<file path="config.mk">
export PLATFORM = sky130hd
export DESIGN_NAME = lna_array_emu
export DESIGN_NICKNAME = d
export VERILOG_FILES = /design/src/rtl/lna_pkg.sv /design/src/rtl/lna_emu_ch.sv /design/src/rtl/lna_array_emu.sv
export SDC_FILE = /design/constraint.sdc
export NUM_CORES = 1
export LEC_CHECK = 0
export ABC_CLOCK_PERIOD_IN_PS = 1800
export BUFFER_PORTS_ARGS = -buffer_cell sky130_fd_sc_hd__buf_4
export CORE_ASPECT_RATIO = 1.5
export CORE_MARGIN = 2
export CORE_UTILIZATION = 50
export DETAILED_ROUTE_END_ITERATION = 7
export PLACE_DENSITY = 0.86
export SLEW_MARGIN = 20
export SYNTH_ARGS = -nofsm -noshare
export SYNTH_HDL_FRONTEND = slang
export SYNTH_HIERARCHICAL = 1
export SYNTH_SLANG_ARGS = --single-unit
</file>
<file path="constraint.sdc">
create_clock -name clk -period 1.8 [get_ports clk]
set_clock_uncertainty 0.05 [all_clocks]
set_input_delay 0.09 -clock clk [delete_from_list [all_inputs] [get_ports clk]]
set_output_delay 0.09 -clock clk [all_outputs]
set_load 0.01 [all_outputs]
</file>
<file path="src/rtl/lna_pkg.sv">
// Shared types, gain-mode encodings and the saturating gain helper
// for the multi-channel LNA emulator.
package lna_pkg;

  typedef enum logic [1:0] {
    LNA_OFF    = 2'd0,
    LNA_SETTLE = 2'd1,
    LNA_ON     = 2'd2
  } lna_state_t;

  localparam logic [1:0] LNA_MODE_LOW  = 2'b00;
  localparam logic [1:0] LNA_MODE_DEF  = 2'b01;
  localparam logic [1:0] LNA_MODE_HIGH = 2'b10;
  localparam logic [1:0] LNA_MODE_RSVD = 2'b11;

  // Sample is passed sign-extended to 32 bits; data_w sets the saturation
  // range, and the caller truncates the result back to data_w bits.
  function automatic logic signed [31:0] lna_gain(
    input logic signed [31:0] sample,
    input logic        [1:0]  mode,
    input int unsigned        data_w
  );
    logic signed [31:0] maxv;
    logic signed [31:0] minv;
    logic signed [31:0] dbl;
    maxv = (32'sd1 <<< (data_w - 1)) - 32'sd1;
    minv = -maxv - 32'sd1;
    dbl  = sample <<< 1;
    case (mode)
      LNA_MODE_LOW:  lna_gain = sample >>> 1;
      LNA_MODE_HIGH: begin
        if (dbl > maxv)      lna_gain = maxv;
        else if (dbl < minv) lna_gain = minv;
        else                 lna_gain = dbl;
      end
      default:       lna_gain = sample;
    endcase
  endfunction

endpackage

</file>
<file path="src/rtl/lna_emu_ch.sv">
// One LNA channel: power-down/settle FSM, mode register, gained output
// register and sticky mode warning/error flags.
module lna_emu_ch
  import lna_pkg::*;
#(
  parameter int unsigned DATA_W     = 12,
  parameter int unsigned SETTLE_CYC = 16,
  parameter int unsigned MODE_CYC   = 4,
  parameter logic [1:0]  DEF_MODE   = 2'b01
) (
  input  logic              clk,
  input  logic              rst_n,
  input  logic [DATA_W-1:0] signal_in,
  input  logic              lna_pd,
  input  logic [1:0]        lna_mode,
  input  logic              warn_clr,
  output logic [DATA_W-1:0] signal_out,
  output logic              lna_ready,
  output logic              mode_warn,
  output logic              mode_err
);

  localparam int unsigned CNT_MAX = (SETTLE_CYC > MODE_CYC) ? SETTLE_CYC : MODE_CYC;
  localparam int unsigned CNT_W   = (CNT_MAX > 1) ? $clog2(CNT_MAX) : 1;

  lna_state_t        state_q, state_d;
  logic [CNT_W-1:0]  cnt_q, cnt_d;
  logic [1:0]        mode_q, mode_d;
  logic [DATA_W-1:0] out_q, out_d;
  logic              warn_q, warn_d;
  logic              err_q, err_d;
  logic              active;

  always_comb begin
    state_d = state_q;
    cnt_d   = cnt_q;
    mode_d  = mode_q;
    case (state_q)
      LNA_OFF: begin
        if (!lna_pd) begin
          state_d = LNA_SETTLE;
          cnt_d   = CNT_W'(SETTLE_CYC - 1);
          mode_d  = lna_mode;
        end
      end
      LNA_SETTLE: begin
        if (lna_pd) begin
          state_d = LNA_OFF;
        end else begin
          // Mode may still move while settling; the counter keeps running.
          mode_d = lna_mode;
          if (cnt_q == '0) state_d = LNA_ON;
          else             cnt_d   = cnt_q - CNT_W'(1);
        end
      end
      LNA_ON: begin
        if (lna_pd) begin
          state_d = LNA_OFF;
        end else if (lna_mode != mode_q) begin
          state_d = LNA_SETTLE;
          cnt_d   = CNT_W'(MODE_CYC - 1);
          mode_d  = lna_mode;
        end
      end
      default: state_d = LNA_OFF;
    endcase

    out_d = '0;
    if (state_d == LNA_ON)
      out_d = DATA_W'(lna_gain(32'(signed'(signal_in)), mode_d, DATA_W));

    // Set dominates clear when both happen in the same cycle.
    active = (state_q != LNA_OFF);
    warn_d = (active && (lna_mode != DEF_MODE))      || (warn_q && !warn_clr);
    err_d  = (active && (lna_mode == LNA_MODE_RSVD)) || (err_q  && !warn_clr);
  end

  always_ff @(posedge clk or negedge rst_n) begin
    if (!rst_n) begin
      state_q <= LNA_OFF;
      cnt_q   <= '0;
      mode_q  <= '0;
      out_q   <= '0;
      warn_q  <= 1'b0;
      err_q   <= 1'b0;
    end else begin
      state_q <= state_d;
      cnt_q   <= cnt_d;
      mode_q  <= mode_d;
      out_q   <= out_d;
      warn_q  <= warn_d;
      err_q   <= err_d;
    end
  end

  assign signal_out = out_q;
  assign lna_ready  = (state_q == LNA_ON);
  assign mode_warn  = warn_q;
  assign mode_err   = err_q;

endmodule

</file>
<file path="src/rtl/lna_array_emu.sv">
// NCH-channel LNA switch emulator: independent channels sharing only
// the clock, reset and the global flag clear.
module lna_array_emu
  import lna_pkg::*;
#(
  parameter int unsigned NCH        = 2,
  parameter int unsigned DATA_W     = 12,
  parameter int unsigned SETTLE_CYC = 16,
  parameter int unsigned MODE_CYC   = 4,
  parameter logic [1:0]  DEF_MODE   = LNA_MODE_DEF
) (
  input  logic                  clk,
  input  logic                  rst_n,
  input  logic [NCH*DATA_W-1:0] signal_in,
  input  logic [NCH-1:0]        lna_pd,
  input  logic [2*NCH-1:0]      lna_mode,
  input  logic                  warn_clr,
  output logic [NCH*DATA_W-1:0] signal_out,
  output logic [NCH-1:0]        lna_ready,
  output logic [NCH-1:0]        mode_warn,
  output logic [NCH-1:0]        mode_err
);

  for (genvar k = 0; k < NCH; k++) begin : g_ch
    lna_emu_ch #(
      .DATA_W    (DATA_W),
      .SETTLE_CYC(SETTLE_CYC),
      .MODE_CYC  (MODE_CYC),
      .DEF_MODE  (DEF_MODE)
    ) u_ch (
      .clk       (clk),
      .rst_n     (rst_n),
      .signal_in (signal_in[k*DATA_W +: DATA_W]),
      .lna_pd    (lna_pd[k]),
      .lna_mode  (lna_mode[2*k +: 2]),
      .warn_clr  (warn_clr),
      .signal_out(signal_out[k*DATA_W +: DATA_W]),
      .lna_ready (lna_ready[k]),
      .mode_warn (mode_warn[k]),
      .mode_err  (mode_err[k])
    );
  end

endmodule

</file>
==> results of run 1 <==
stage by stage:
| stage | utilization | hold WS (ps) | setup WS [ps] | power [W] |
|---|---|---|---|---|
| floorplan | - | -256 | -95.8 | 0.00300 |
| finish | 0.794 | 15.5 | -250 | 0.00566 |
| global placement | 0.675 | 61.1 | -354 | 0.00384 |
| global route | 0.794 | 19.7 | -398 | 0.00592 |
| detailed placement | 0.675 | 73.7 | -439 | 0.00397 |
| CTS | 0.745 | 6.84 | -177 | 0.00502 |
synthesized netlist by cell type, types with 3 or more instances:
master	instances	area, um^2
xnor2_1	4	35.0
o21ai_0	19	95.1
inv_1	22	82.6
ha_1	10	125
o211ai_1	11	82.6
a21oi_1	6	30.0
o2bb2ai_1	3	26.3
o21ai_2	3	26.3
o22ai_1	5	31.3
o31a_1	3	26.3
buf_2	4	20.0
mux2_2	4	45.0
or4_4	3	33.8
a22oi_1	9	67.6
a31oi_1	10	62.6
nor3_1	3	15.0
a32oi_1	9	78.8
dfrtp_1	44	1100
buf_1	3	11.3
nor2_1	19	71.3
a211oi_2	9	113
a211oi_1	10	75.1
nor2b_1	8	50.1
nand2b_1	3	18.8
nand2_1	25	93.8
buf_6	8	90.1
nor4_1	3	18.8
kinds of logic after synthesis:
family          Yosys count  share of synthesized area
simple gates             83                      0.159
fa+ha+maj                10                     0.0421
buf+inv                  41                     0.0761
compound gates          119                      0.326
xor+xnor                  4                     0.0118
mux                       4                     0.0151
flops                    44                      0.370
sequential cells by signal (all words and copies together) (netlist names):
name                  count
g_ch.u_ch/state_q         4
g_ch.u_ch/signal_out     24
g_ch.u_ch/mode_err        2
g_ch.u_ch/cnt_q           8
g_ch.u_ch/mode_warn       2
g_ch.u_ch/mode_q          4
power by group through the flow:
stage               registers [W]  logic (W)  clock network [W]
finish                    0.00136    0.00363           0.000680
global route              0.00137    0.00381           0.000738
CTS                       0.00132    0.00305           0.000659
detailed placement        0.00132    0.00265                  0
global placement          0.00131    0.00253                  0
floorplan                 0.00135    0.00165                  0
critical path, delay by kind of cell, from the launching register on:
kind,cells,cell delay [ps]
compound gates,2,330
buf+inv,2,280
fa+ha+maj,1,180
simple gates,1,610
flops,1,460
routing by layer:
layer,vias up,part of all wire,GRT usage
met1,1616,0.36,0.323
met5,-,0,0
met4,0,0.060,0.185
li1,1418,-,-
met3,75,0.067,0.0799
met2,238,0.51,0.536
what timing repair did:
action	CTS	global route
pin swaps	13	22
endpoints found under the setup margin	32	36
gates cloned	3	2
buffers inserted	7	6
resized for setup	40	36
hold endpoints to repair	48	0
hold buffers	2	0
layout make-up:
type                            instances  area (um^2)
Sequential cell                        44         1100
Inverter                               22         85.1
Clock inverter                          2         10.0
Timing Repair Buffer                  138         1100
Tap cell                               72         90.1
Multi-Input combinational cell        223         2120
Fill cell                             322         1190
Clock buffer                            6         82.6
path summary, 6_finish.rpt:
check | endpoint | cells past startpoint
max | g_ch[1].u_ch/signal_out[8] | 6
min | g_ch[1].u_ch/signal_out[2] | 3
max reg2reg | g_ch[1].u_ch/signal_out[8] | 6
min reg2reg | g_ch[1].u_ch/mode_err | 2
max in group asynchronous | g_ch[1].u_ch/state_q[1] | 2
min in group asynchronous | g_ch[1].u_ch/signal_out[2] | 2
==> reports/metrics.cfg, run 1 <==
[setup_path]
setup.worst_path.start_class=flop
worstReg2RegStart=g_ch[1].u_ch/state_q[1]
r2r_setup_slack_ps=-250
cp.arrival_ps=2190
crit_chain=inv_2 > ha_4 > or4_4 > buf_8 > a32oi_2 > a211oi_2
required_ps=1940
worstPathMaxFanout=10
cp-startpoint=g_ch[1].u_ch/state_q[1]
critPathMaxStageDelay_ps=610
cp_slowest_cell=or4_4
critical_path_class=reg -> reg
endpoint_kind=flop

[power_and_ir_drop]
internal_power_w=0.00316
p_sw_frac=0.442
combinationalPowerShare=0.640
leakage_nw=1.99
powerDensity_mw_per_mm2=1230
p_switching_w=0.00250
pwr-share-clk=0.120
peakVddDrop_uv=806
seqPwrFrac=0.240

[final_layout]
area_growth_pct=54.5
layout_commonest_cell=buf_4
fin_nets=477
diodes=0
stdcell_area_mm2=0.00459
mostFrequentLayoutCells=123 x buf_4, 42 x dfrtp_1, 24 x nand2_1
drive_gt1_frac=0.552
final_cells=507

[routing]
drt_iter0_drc=358
viasPerCell=6.60
dr.pass1.iters=5
drt_wl_total_um=11400
final_antenna_net_count=0
routedWlPerCell_um=22.5
drc_errors=0
num_vias=3347

[global_route]
grt_pass1_vias=3353
grt_max_degree=45
track_usage=0.308
grt_pass1_wl_um=15700
grt_overflow=0
antenna_found_initial=0

[cts]
path_clk_slew_ps=100
cts_tree=done
h-tree-depth=2
cts_sinks=44
clk_latency_ps=320
root_buffer=clkbuf_8
clk_path_buf_depth=2
cts_buffers=5

[sta]
fmax_mhz=488
grt_setup_unrepaired=true
setup_tns_ps=-6480
maxSlewViolCount=0
relSlewSlack=0.518
hold_violations=0
setup_violations=36
fin_crit_ps=2050
tightest_slew_ps=720
worst_slack_ps=-250
finalCritPeriodShare=1.14

[floorplanning]
die_h_um=98.5
start_util=0.514
core_area_mm2=0.00579
placement_rows=34
fp.dieW_um=67.0
die_area_mm2=0.00659
pin_count=63

[yosys]
synth_seq_cells=44
synth.distinct_cells=65
yosysSeqAreaShare=0.370
yosys_warnings=6
synth_area_mm2=0.00297
synth_nets=348
syn_inst=305
async_reset_ff_frac=1.00
syn_area_per_cell_um2=9.75
synth-edff-count=0
ys.flop_type=dfrtp_1

[placement]
dp.cells=479
portBuffers=62
place_area_mm2=0.00391
dpl.hpwl_um=5990
place.gp.congestion=0.859

[min_path]
min_from=signal_in[14]
min_path_type=in -> reg

[outcome]
status=finished, violations left
failed_checks=setup timing

[run]
maxCapViolCount=0

No activity file was read; power rests on OpenSTA's default activity.
==> run 2, diff against run 1 <==
RECOVER_POWER = 25   (was unset)
==> run 2 against run 1 <==
The run still ends with setup timing left. Hold slack improved by 0.62 ps. Non-clock buffer count did not move. Routed wire length fell by 0.25%. Combinational power barely moved. Die area did not move. Global-route usage did not move. Sequential share of layout area barely moved. Worst setup slack got worse by 1.5 ps. Total power fell by 0.16%. Critical path type unchanged. Highest routed layer unchanged.
==> reports/metrics.cfg, run 2 (synthesis results as in run 1) <==
[sta]
maxSlewViolCount=0
grt_setup_unrepaired=true
worst_slack_ps=-252
relSlewSlack=0.255
hold_violations=0
hold_slack_ps=16.1
setup_tns_ps=-6590
tightest_slew_ps=1120
finalCritPeriodShare=1.14
fin_crit_ps=2050
setup_violations=36
fmax_mhz=487

[final_layout]
stdcell_area_mm2=0.00459
layout_commonest_cell=buf_4
drive_gt1_frac=0.552
largest_register_ffs=24
area_growth_pct=54.4
seq_area_mm2=0.00110
diodes=0
final_cells=507
multi_input_area_mm2=0.00212
fin_nets=477
fill_cells=323
mostFrequentLayoutCells=122 x buf_4, 42 x dfrtp_1, 24 x nand2_1

[cts]
clk_path_buf_depth=2
clk_latency_ps=320
root_buffer=clkbuf_8
h-tree-depth=2
path_clk_slew_ps=100
cts_sinks=44
cts_buffers=5
cts_tree=done

[floorplanning]
fp.dieW_um=67.0
core_area_mm2=0.00579
start_util=0.514
die_area_mm2=0.00659
placement_rows=34
pin_count=63
die_h_um=98.5

[placement]
place.gp.congestion=0.859
portBuffers=62
place_area_mm2=0.00391
dp.cells=479
dpl.hpwl_um=5990

[setup_path]
critPathMaxStageDelay_ps=610
setup.worst_path.start_class=flop
crit_chain=inv_2 > ha_4 > or4_4 > buf_8 > a32oi_2 > a211oi_2
cp.arrival_ps=2190
cp_slowest_cell=or4_4
endpoint_kind=flop
critical_path_class=reg -> reg
required_ps=1940
worstPathMaxFanout=10

[routing]
drt_iter0_drc=303
drc_errors=0
drt_wl_total_um=11400
dr.pass1.iters=5
final_antenna_net_count=0
routedWlPerCell_um=22.5
num_vias=3360
viasPerCell=6.63

[global_route]
track_usage=0.308
grt_overflow=0
grt_pass1_vias=3353
grt_pass1_wl_um=15700
grt_max_degree=45
antenna_found_initial=0

[run]
maxCapViolCount=0

[power_and_ir_drop]
peakVddDrop_uv=804
finalPower_w=0.00565
powerDensity_mw_per_mm2=1230
leakage_nw=1.99

[outcome]
failed_checks=setup timing
status=finished, violations left

[min_path]
min_path_type=in -> reg

[run 2: cell type report]
class                   instances  share of cell area
multi-input cells             223               0.461
flip-flops and latches         44               0.240
repair buffers                138               0.240
well taps                      72              0.0196
inverters                      22              0.0185
clock buffers                   6              0.0180
clock inverters                 2             0.00218
[run 2: through the flow]
| step | utilization | setup WS (ps) |
|---|---|---|
| 4_1_cts | 0.745 | -177 |
| 5_1_grt | 0.794 | -398 |
| 2_1_floorplan | - | -95.8 |
| 3_5_place_dp | 0.675 | -439 |
| 3_3_place_gp | 0.675 | -354 |
| 6_report | 0.794 | -252 |
[run 2: repair_timing]
action	4_1_cts	5_1_grt
setup endpoints to repair	32	36
gates cloned	3	2
hold buffers	2	0
pin swaps	13	22
resized for setup	40	36
hold endpoints to repair	48	0
setup buffers	7	6
[run 2: worst max-delay path, delay by kind of cell, from the launching register on]
kind | cells | cell delay (ps)
adder cells (fa/ha/maj) | 1 | 180
flip-flops | 1 | 460
AO/OA/AOI/OAI | 2 | 330
buffers and inverters | 2 | 280
AND/OR/NAND/NOR | 1 | 610
[run 2: final timing paths]
path | startpoint | slack (ps) | cells past startpoint | endpoint
setup / recovery | g_ch[1].u_ch/state_q[1] | -250 | 6 | g_ch[1].u_ch/signal_out[8]
hold / removal | signal_in[14] | 20 | 3 | g_ch[1].u_ch/signal_out[2]
setup reg to reg | g_ch[1].u_ch/state_q[1] | -250 | 6 | g_ch[1].u_ch/signal_out[8]
hold reg to reg | g_ch[1].u_ch/mode_err | 490 | 2 | g_ch[1].u_ch/mode_err
max in group asynchronous | rst_n | 490 | 2 | g_ch[1].u_ch/state_q[1]
min in group asynchronous | rst_n | 440 | 2 | g_ch[1].u_ch/signal_out[2]
[run 2: layer usage]
metal	track usage	up-vias	wire, um
li1	-	1421	-
met1	0.323	1641	4080
met2	0.536	224	5840
met3	0.0799	74	734
met4	0.185	0	739
met5	0	-	0
[run 2: report_power, final]
part	internal (W)	total, W	switching [W]
registers	0.00117	0.00136	0.000188
logic	0.00168	0.00362	0.00194
clock network	0.000307	0.000679	0.000372
total	0.00316	0.00565	0.00250
==> run 3, diff against run 2 <==
CORE_UTILIZATION = 51   (was 50)
CTS_BUF_LIST = sky130_fd_sc_hd__clkbuf_2   (was unset)
PLACE_DENSITY = 0.87   (was 0.86)
==> run 3 against run 2 <==
Critical path depth increased by 2. Routed wire length increased by 38%. Via count increased by 17%. Sequential share of layout area decreased by 2.2 points. Die area decreased by 1.9%. The flow still finishes with violations (setup timing). Non-clock buffer count increased by 45. Total power increased by 11%. Global-route usage increased by 6.0 points. Sequential power about the same. Cell count increased by 9.3%.
==> reports/metrics.cfg, run 3 (synthesis results as in run 1) <==
[cts]
cts_buffers=5
cts_tree=done
path_clk_slew_ps=250
h-tree-depth=2
clk_latency_ps=450
root_buffer=clkbuf_2
cts_sinks=44
clk_path_buf_depth=2

[routing]
viasPerCell=7.07
drt_iter0_drc=591
final_antenna_net_count=0
drt_wl_total_um=15700
drc_errors=0
routedWlPerCell_um=28.3
num_vias=3917
dr.pass1.iters=7

[setup_path]
worstPathMaxFanout=9
setup.worst_path.start_class=flop
crit_chain=inv_2 > ha_2 > buf_6 > a21boi_1 > a31oi_1 > o31a_1 > buf_6 > a211oi_2
worstReg2RegStart=g_ch[1].u_ch/state_q[1]
worstReg2RegEnd=g_ch[1].u_ch/signal_out[3]
endpoint_kind=flop
cp_slowest_cell=dfrtp_1
crit_top_cell=buf_6
critical_path_class=reg -> reg
cp.arrival_ps=2560
worstRegToRegCells=8
r2r_setup_slack_ps=-480
required_ps=2090
critPathMaxStageDelay_ps=510

[placement]
dpl.hpwl_um=6070
portBuffers=62
place.gp.congestion=0.851
place_area_mm2=0.00389
place_ws_ps=-407

[run]
maxCapViolCount=0

[floorplanning]
pin_count=63
start_util=0.522
die_area_mm2=0.00647
core_area_mm2=0.00570
placement_rows=34
die_h_um=97.5
fp.dieW_um=66.4

[sta]
maxSlewViolCount=0
relSlewSlack=0.188
finalCritPeriodShare=1.27
hold_slack_ps=30.4
setup_violations=37
hold_violations=0
grt_setup_unrepaired=true
fin_crit_ps=2280
tightest_slew_ps=1220
worst_slack_ps=-478
fmax_mhz=439
setup_tns_ps=-11570

[final_layout]
fin_nets=525
largest_register_ffs=24
seq_area_mm2=0.00110
multi_input_area_mm2=0.00214
mostFrequentLayoutCells=123 x buf_4, 41 x dfrtp_1, 30 x dlygate4sd3_1
layout_commonest_cell=buf_4
drive_gt1_frac=0.554
diodes=0
fill_cells=228
area_growth_pct=69.8
stdcell_area_mm2=0.00505
final_core_util=0.886

[min_path]
min_from=signal_in[12]
min_path_type=in -> reg
hold_path_end=g_ch[1].u_ch/signal_out[0]
hold_depth=3

[global_route]
grt_overflow=0
grt_pass1_wl_um=18100
grt_pass1_vias=3614
grt_max_degree=45
antenna_found_initial=0
track_usage=0.368

[outcome]
failed_checks=setup timing
status=finished, violations left

[power_and_ir_drop]
powerDensity_mw_per_mm2=1240
peakVddDrop_uv=723
leakage_nw=2.19

run 3: critical path: cells and delay by family (launching register included):
kind | cells | cell delay, ps
AOI/OAI and AO/OA | 4 | 1010
adders and majority gates | 1 | 200
buffers and inverters | 3 | 380
DFF | 1 | 510
run 3: worst max-delay path by stage:
stage                                       start                     endpoint  slack (ps)  cells after the start
final                     g_ch[1].u_ch/state_q[1]   g_ch[1].u_ch/signal_out[3]        -480                      8
after detailed placement  g_ch[0].u_ch/state_q[1]  g_ch[0].u_ch/signal_out[10]        -410                      6
after global placement    g_ch[0].u_ch/state_q[0]  g_ch[0].u_ch/signal_out[10]        -300                      6
after floorplan           g_ch[0].u_ch/state_q[0]   g_ch[0].u_ch/signal_out[1]        -100                      7
after global routing      g_ch[1].u_ch/state_q[0]   g_ch[1].u_ch/signal_out[6]        -470                      8
after CTS                 g_ch[1].u_ch/state_q[0]   g_ch[1].u_ch/signal_out[3]        -210                      6
run 3: where the power goes:
group,leakage [nW],internal [W],switching [W],total [W]
logic,1.59,0.00202,0.00243,0.00445
clock network,0.0288,0.0000924,0.000344,0.000436
registers,0.573,0.00117,0.000206,0.00138
run 3: final cells by class:
type,count,area share
Clock buffer,6,0.00595
Clock inverter,1,0.000991
Inverter,22,0.0173
Multi-Input combinational cell,226,0.425
Sequential cell,44,0.219
Tap cell,72,0.0178
Timing Repair Buffer,183,0.314
run 3: repair_timing:
action	in CTS	in global routing
setup buffers	10	28
gates cloned	4	5
pin swaps	26	30
hold endpoints to repair	71	1
hold buffers	29	1
gates resized for setup	44	61
setup endpoints to repair	33	36
run 3: layer usage:
metal | GRT usage | vias to the layer above | share of wire
li1 | - | 1522 | -
met1 | 0.378 | 1826 | 0.31
met2 | 0.642 | 393 | 0.48
met3 | 0.0823 | 176 | 0.10
met4 | 0.239 | 0 | 0.11
met5 | 0 | - | 0
run 3: stage by stage:
step	instances	total power [W]
global route	554	0.00640
floorplan	305	0.00300
finish	554	0.00626
global placement	477	0.00382
detailed placement	477	0.00394
CTS	527	0.00491
